## config.mk

```make
export PLATFORM = sky130hd
export DESIGN_NAME = relay_bnt_ctrl
export DESIGN_NICKNAME = d
export VERILOG_FILES = /design/src/rtl/relay_bnt_ctrl.sv
export SDC_FILE = /design/constraint.sdc
export NUM_CORES = 1
export LEC_CHECK = 0
export CORE_AREA = 2 2 154 156
export CTS_CLUSTER_DIAMETER = 120
export DETAILED_ROUTE_END_ITERATION = 8
export DIE_AREA = 0 0 156 158
export GPL_ROUTABILITY_DRIVEN = 0
export REMOVE_ABC_BUFFERS = 1
export SYNTH_ARGS = -nofsm -noshare
export SYNTH_HDL_FRONTEND = slang
export SYNTH_SLANG_ARGS = --single-unit
export TNS_END_PERCENT = 5
```

## constraint.sdc

```tcl
create_clock -name CLK -period 4.9 [get_ports CLK]
set_input_delay 0.98 -clock CLK [delete_from_list [all_inputs] [get_ports CLK]]
set_output_delay 0.98 -clock CLK [all_outputs]
set_load 0.02 [all_outputs]
```

## src/rtl/relay_bnt_ctrl.sv

```systemverilog
// rtl/relay_bnt_ctrl.sv - multi-channel debounced push-button to relay controller
// Each channel: 2-flop sync, debounce, momentary/toggle target, relay with minimum dwell.
module relay_bnt_ctrl #(
  parameter int           N        = 4,
  parameter int           DEB_CYC  = 500000,
  parameter int           HOLD_CYC = 50000,
  parameter logic [N-1:0] MODE     = {N{1'b1}}
) (
  input  logic         CLK,
  input  logic         RST_N,
  input  logic         EN,
  input  logic [N-1:0] BNT,
  output logic [N-1:0] RELAY,
  output logic [N-1:0] PRESS
);

  localparam int DW = (DEB_CYC > 1) ? $clog2(DEB_CYC) : 1;
  localparam int HW = (HOLD_CYC > 0) ? $clog2(HOLD_CYC + 1) : 1;
  localparam logic [DW-1:0] DEB_LAST = DW'(DEB_CYC - 1);
  localparam logic [HW-1:0] HOLD_LD  = HW'(HOLD_CYC);

  logic [N-1:0]  s1;
  logic [N-1:0]  s2;
  logic [N-1:0]  deb;
  logic [N-1:0]  tgl;
  logic [DW-1:0] dcnt [N];
  logic [HW-1:0] hcnt [N];

  logic [N-1:0]  press_ev;
  logic [N-1:0]  target;

  // A press is the edge on which the debounced level is accepted going 1->0.
  always_comb begin
    press_ev = '0;
    target   = '0;
    for (int i = 0; i < N; i++) begin
      press_ev[i] = deb[i] & ~s2[i] & (dcnt[i] == DEB_LAST);
      target[i]   = MODE[i] ? tgl[i] : ~deb[i];
    end
  end

  always_ff @(posedge CLK) begin
    if (!RST_N) begin
      s1    <= '1;
      s2    <= '1;
      deb   <= '1;
      tgl   <= '0;
      RELAY <= '0;
      PRESS <= '0;
      for (int i = 0; i < N; i++) begin
        dcnt[i] <= '0;
        hcnt[i] <= '0;
      end
    end else begin
      s1    <= BNT;
      s2    <= s1;
      PRESS <= press_ev;
      for (int i = 0; i < N; i++) begin
        if (s2[i] != deb[i]) begin
          if (dcnt[i] == DEB_LAST) begin
            deb[i]  <= s2[i];
            dcnt[i] <= '0;
          end else begin
            dcnt[i] <= dcnt[i] + DW'(1);
          end
        end else begin
          dcnt[i] <= '0;
        end

        // Disable overrides the dwell so relays drop immediately.
        if (!EN) begin
          RELAY[i] <= 1'b0;
          tgl[i]   <= 1'b0;
          hcnt[i]  <= '0;
        end else begin
          if (press_ev[i] && MODE[i]) begin
            tgl[i] <= ~tgl[i];
          end
          if ((target[i] != RELAY[i]) && (hcnt[i] == '0)) begin
            RELAY[i] <= target[i];
            hcnt[i]  <= HOLD_LD;
          end else if (hcnt[i] != '0) begin
            hcnt[i] <= hcnt[i] - HW'(1);
          end
        end
      end
    end
  end

endmodule

```

==> metrics.csv, run 1 <==
stage,metric,value,unit
grt,routing usage on met2,20.33,%
floorplanning,die height,158,um
sta,unrepaired setup endpoints after global routing,no,
synth,most frequently used cell type in the post-synthesis netlist,nor2_1,
cts,worst-skew pair later-pin latency,0.43,ns
worst_setup_path,startpoint-to-endpoint class of the critical path,in2reg,
synth,count of state elements after synthesis,164,
floorplanning,Die Span X,156,um
sta,post-route minimum period,3.079,ns
floorplanning,number of placed I/O pins,15,
synth,number of synthesized flops with an enable pin,140,
place,number of port buffers,14,
synth,synth warn,0,
sta,worst-case hold slack,0.4035,ns
routing,total number of vias,5519,
grt,antenna violations before repair,0,
power_and_ir_drop,Cell Pwr Density,519.0,nW/um^2
job,count of maximum capacitance violations,0,
sta,final setup fails,0,
cts,number of buffers inserted during clock tree synthesis,17,
synth,Syn Std Cell Area,8357,um^2
cts,"Reg clk slew, reported paths",0.06,ns
cells_and_area,area overhead of the layout relative to synthesis,15.80,%
cts,H-tree levels,4,
synth,dominant cells by area after synthesis,"edfxtp_1, nor2_1, xor2_1, xnor2_1, dfxtp_1",
cells_and_area,number of nets in the layout,896,
floorplanning,starting density of the core,36.25,%
cells_and_area,post-route insts no fill,1178,
grt,layer with the highest usage after global routing,met2,
cts,number of buffers added to fix hold violations after cts,0,
synth,share of Yosys cell area claimed by the top area cell type,50.31,%
floorplanning,area enclosed by the die boundary,24650,um^2
routing,starting DRC count in detailed routing,261,
routing,DRT antenna net count,0,
cells_and_area,fillcell total,2212,
synth,portion of the post-synthesis area used by sequential elements,56.06,%
routing,number of DRC violations after detailed routing,0,
sta,total negative slack for setup checks,0,ns
sta,maximum frequency from static timing analysis,324.8,MHz
sta,final critical-path share of the clock period,62.84,%
cts,CTS tree,built,
run_status,status,completed,
grt,GR Util met1,15.65,%
cts,"Gates resized, CTS repair",0,
power_and_ir_drop,maximum ir drop on the vdd rail,0.2978,mV
synth,Avg Inst Size Synth,10.70,um^2
routing,routed wire length,14.14,mm
place,DP HPWL,9.851,mm
cts,buffers inserted by post-CTS timing repair,0,
synth,Async SR Flop Fraction,0,%
cells_and_area,ANT cells,0,
grt,aggregate global-route resource usage,12.19,%
routing,vias per inst,4.685,
grt,vias in the first global route,5249,
grt,GR Layer Usage met3,3.066,%
sta,final hold violation count,0,
worst_setup_path,capturing element type of the critical path,flip-flop,
synth,number of library cell types mapped by synthesis,49,
min_path,class of the tightest hold or removal check,reg2reg,
place,Placed Cells incl. Taps,1146,
grt,global-route wire length before repair,24.07,mm
sta,worst relative slew slack,39.03,%
cts,worst-case clock buffer depth,2,
synth,largest area contributor in the netlist,edfxtp_1,
floorplanning,number of rows created at floorplan,56,
worst_setup_path,biggest fanout along the worst timing path,17,
grt,pin count of the biggest net entering global routing,20,
synth,leading post-synthesis cells by instance count,"nor2_1, edfxtp_1, xor2_1",
routing,routed wirelength normalized by instance count,12.01,um
worst_setup_path,Worst Path Arrival,2.96,ns
synth,Gate Count Post-Synth,781,
sta,max-slew violations,0,
routing,Detailed Routing Iterations Pass 1,6,
grt,overflow left after global routing,0,
synth,"Primary FF master, synth",edfxtp_1,
cts,total clock sinks,164,
sta,largest clock skew in the final design,0.01037,ns
worst_setup_path,nature of the critical path startpoint,input pin,
worst_setup_path,"Req. time, crit path",4.78,ns
power_and_ir_drop,leakage power figure,3.565,nW
cells_and_area,fraction of layout instances using a drive strength above 1,5.180,%
sta,Slew @ Worst Pin,0.9119,ns
floorplanning,floorplan core area,23050,um^2
cts,clk root buf,clkbuf_16,
==> worst paths after layout <==
path | start | endpoint | slack [ns] | cells after the start
worst max-delay path | RST_N | hcnt[2][15] | 1.82 | 4
worst min-delay path | s1[1] | s2[1] | 0.40 | 1
worst max register to register | hcnt[2][7] | hcnt[2][15] | 1.92 | 4
worst min register to register | s1[1] | s2[1] | 0.40 | 1
==> cells by family (layout without fill, tap and decap cells) <==
group	count (synthesis)	in the layout	share of synthesized area, %
simple gates	390	390	23.33
flops	164	164	56.06
xor+xnor	118	118	12.37
compound gates	46	46	3.339
buf+inv	43	75	2.171
fa+ha+maj	14	14	2.096
mux	5	5	0.5989
other cells	1	76	0.04487
==> routing by layer <==
layer	wire, um	share of wire (%)
met4	155	1.1
met5	0	0
met2	6561	46
met3	362	2.6
met1	7063	50
==> worst max-delay path, stage by stage <==
cell	delay, ns
clkdlybuf4s50_1	0.45
buf_4	0.19
and2_1	0.49
nand4_1	0.84
==> cell usage in the layout (no fill, tap or decap), drive strengths merged, types with 4 or more instances in the layout <==
master,netlist,final
o21ai,21,21
clkbuf,7,23
inv,28,28
nand2b,13,13
mux2i,5,5
nor2,157,157
or4,8,8
edfxtp,140,140
xnor2,57,57
nor4b,5,5
nand4,24,24
or3,19,19
clkinv,0,5
conb,1,76
dfxtp,24,24
and4,5,5
nand3,35,35
ha,14,14
clkdlybuf4s50,0,14
a21oi,15,15
nor3,29,29
and3,8,8
nand2,53,53
o31ai,4,4
nor4,16,16
xor2,61,61
==> final cells by class <==
type | instances | area, um^2 | share of cell area (%)
Clock inverter | 9 | 126.4 | 1.306
Multi-Input combinational cell | 649 | 3772 | 38.98
Timing Repair Buffer | 15 | 147.6 | 1.526
Sequential cell | 164 | 4684 | 48.41
Tap cell | 290 | 362.8 | 3.750
Inverter | 28 | 105.1 | 1.086
Clock buffer | 23 | 478.0 | 4.939
==> report_power, final <==
| group | switching (W) | internal [W] |
|---|---|---|
| clock network | 0.000522 | 0.000840 |
| registers | 0.000234 | 0.00186 |
| logic | 0.000895 | 0.000676 |
| total | 0.00165 | 0.00337 |
==> flip-flops by register name (all words and copies together), names as in the netlist <==
signal / flops
dcnt: 76
hcnt: 64
RELAY: 4
s1: 4
target: 4
PRESS: 4
s2: 4
deb: 4
==> through the flow <==
step	util, %	setup WS, ns	power, W	cell area [um^2]
floorplan	-	2.276	0.003376	8562
global placement	39.36	1.438	0.003670	9072
detailed placement	39.36	1.367	0.003682	9072
CTS	41.98	1.823	0.005072	9677
global route	41.98	1.591	0.005358	9677
finish	41.98	1.821	0.005022	9677
Power figures use the tool's default switching activity.
==> run 2, diff against run 1 <==
clock period = 2.88 ns   (was 4.9 ns; I/O delays follow)
==> metrics.csv, run 2 (synthesis results as in run 1) <==
stage,metric,value,unit
floorplanning,number of rows created at floorplan,56,
power_and_ir_drop,maximum ir drop on the vdd rail,0.4760,mV
worst_setup_path,Worst Path Arrival,2.78,ns
routing,DRT antenna net count,0,
job,count of maximum capacitance violations,0,
cells_and_area,max FFs per register,76,
sta,largest clock skew in the final design,0.006686,ns
min_path,count of cells along the worst hold path,1,
power_and_ir_drop,Cell Pwr Density,871.8,nW/um^2
floorplanning,starting density of the core,36.25,%
sta,final critical-path share of the clock period,94.04,%
cts,H-tree levels,4,
cells_and_area,multi-input logic area,3772,um^2
cts,"Gates resized, CTS repair",0,
grt,vias in the first global route,5496,
cts,"Reg clk slew, reported paths",0.06,ns
cells_and_area,"most common cell after layout, fill and taps aside",nor2_1,
grt,pin count of the biggest net entering global routing,20,
routing,Detailed Routing Iterations Pass 1,5,
worst_setup_path,length in cells of the worst reg-to-reg path,4,
worst_setup_path,"Req. time, crit path",2.95,ns
cts,CTS tree,built,
power_and_ir_drop,total power after layout,0.008489,W
power_and_ir_drop,leakage power figure,3.601,nW
routing,routed wire length,14.18,mm
routing,number of DRC violations after detailed routing,0,
cells_and_area,ANT cells,0,
place,DP HPWL,10.14,mm
min_path,startpoint of the most critical hold path,s1[3],
worst_setup_path,biggest fanout along the worst timing path,16,
cts,total clock sinks,164,
worst_setup_path,capturing element type of the critical path,flip-flop,
cts,worst-skew pair later-pin latency,0.42,ns
routing,starting DRC count in detailed routing,293,
sta,final setup fails,0,
cts,buffers inserted by post-CTS timing repair,0,
run_status,status,completed,
cells_and_area,leading registers by flop count,"dcnt: 76 flops, hcnt: 64 flops",
worst_setup_path,r2r startpoint,hcnt[0][5],
min_path,class of the tightest hold or removal check,reg2reg,
cells_and_area,fillcell total,2184,
cells_and_area,number of nets in the layout,909,
floorplanning,Die Span X,156,um
routing,routed wirelength normalized by instance count,11.93,um
worst_setup_path,r2r setup slk,0.17,ns
grt,antenna violations before repair,0,
cells_and_area,area of all sequential standard cells,4684,um^2
routing,total number of vias,5567,
sta,maximum frequency from static timing analysis,369.2,MHz
worst_setup_path,startpoint-to-endpoint class of the critical path,reg2reg,
grt,aggregate global-route resource usage,12.57,%
floorplanning,die height,158,um
cells_and_area,fraction of layout instances using a drive strength above 1,5.673,%
sta,post-route minimum period,2.708,ns
cts,worst-case clock buffer depth,2,
cts,number of buffers inserted during clock tree synthesis,17,
worst_setup_path,nature of the critical path startpoint,flip-flop,
sta,max-slew violations,0,
floorplanning,number of placed I/O pins,15,
floorplanning,floorplan core area,23050,um^2
cts,number of buffers added to fix hold violations after cts,0,
floorplanning,area enclosed by the die boundary,24650,um^2
grt,overflow left after global routing,0,
cells_and_area,most frequent cells in the layout,"nor2_1, edfxtp_1, conb_1, xor2_1, xnor2_1",
place,post-place instance area,9183,um^2
cells_and_area,largest register by flop count,dcnt,
routing,vias per inst,4.682,
grt,global-route wire length before repair,25.09,mm
sta,final hold violation count,0,
cells_and_area,area overhead of the layout relative to synthesis,16.51,%
sta,total negative slack for setup checks,0,ns
sta,unrepaired setup endpoints after global routing,no,
sta,Slew @ Worst Pin,0.6491,ns
cts,clk root buf,clkbuf_16,
sta,worst relative slew slack,56.72,%
cells_and_area,"Non-Filler Cell Area, Final",9737,um^2
min_path,terminating pin of the worst hold path,s2[3],
worst_setup_path,worst r2r dst,hcnt[0][9],
place,number of port buffers,14,
## run 2: changes by cell type in the layout (fill, tap and decap cells not counted)
cell,change
buf_12,+1
buf_4,+12
clkbuf_1,+2
clkbuf_8,-3
clkinv_1,+4
clkinv_2,-3
clkinv_4,-1
clkinvlp_4,-1
## run 2: layout make-up
class	count	area share (%)
flip-flops and latches	164	48.11
multi-input cells	649	38.74
clock buffers	22	4.562
well taps	290	3.727
repair buffers	28	2.647
clock inverters	8	1.131
inverters	28	1.079
## run 2: worst max path at each step
stage / from / end / slack, ns / cells after the start
finish: hcnt[0][5] / hcnt[0][9] / 0.17 / 4
CTS: hcnt[0][5] / hcnt[0][15] / 0.14 / 4
floorplan: hcnt[0][5] / hcnt[0][0] / 0.26 / 4
global placement: hcnt[0][5] / hcnt[0][3] / 0.19 / 4
global route: hcnt[0][5] / hcnt[0][15] / 0.02 / 4
detailed placement: hcnt[0][5] / hcnt[0][3] / 0.15 / 4
## run 2: per-layer routing
| metal | global-route usage, % | vias up | routed length [um] |
|---|---|---|---|
| li1 | - | 2900 | - |
| met1 | 16.54 | 2604 | 7149 |
| met2 | 20.44 | 49 | 6516 |
| met3 | 2.382 | 14 | 283 |
| met4 | 5.242 | 0 | 229 |
| met5 | 0 | - | 0 |
## run 2: critical path, cell delays in order, from the launching register on
cell,delay (ns)
edfxtp_1,0.44
or4_4,0.58
nor4_4,0.28
or3b_1,0.40
or3_1,0.65
## run 2: per-stage QoR
stage	hold WS, ns	worst slack (ns)	std cells	utilization (%)
2_1_floorplan	0.3863	0.2564	841	-
3_3_place_gp	0.3871	0.1945	1159	39.83
3_5_place_dp	0.3969	0.1503	1159	39.83
4_1_cts	0.4118	0.1354	1189	42.24
5_1_grt	0.4331	0.01570	1189	42.24
6_report	0.4121	0.1715	1189	42.24
## run 2: report_power, final
part	total (W)	switching, W	internal [W]
registers	0.00355	0.000394	0.00315
clock network	0.00218	0.000836	0.00134
logic	0.00276	0.00156	0.00121
total	0.00849	0.00278	0.00570
==> run 3, diff against run 2 <==
CTS_CLUSTER_SIZE = 12   (was unset)
==> results of run 3 <==
Same layout as run 2: the final DEF is identical, and so are final timing and power.
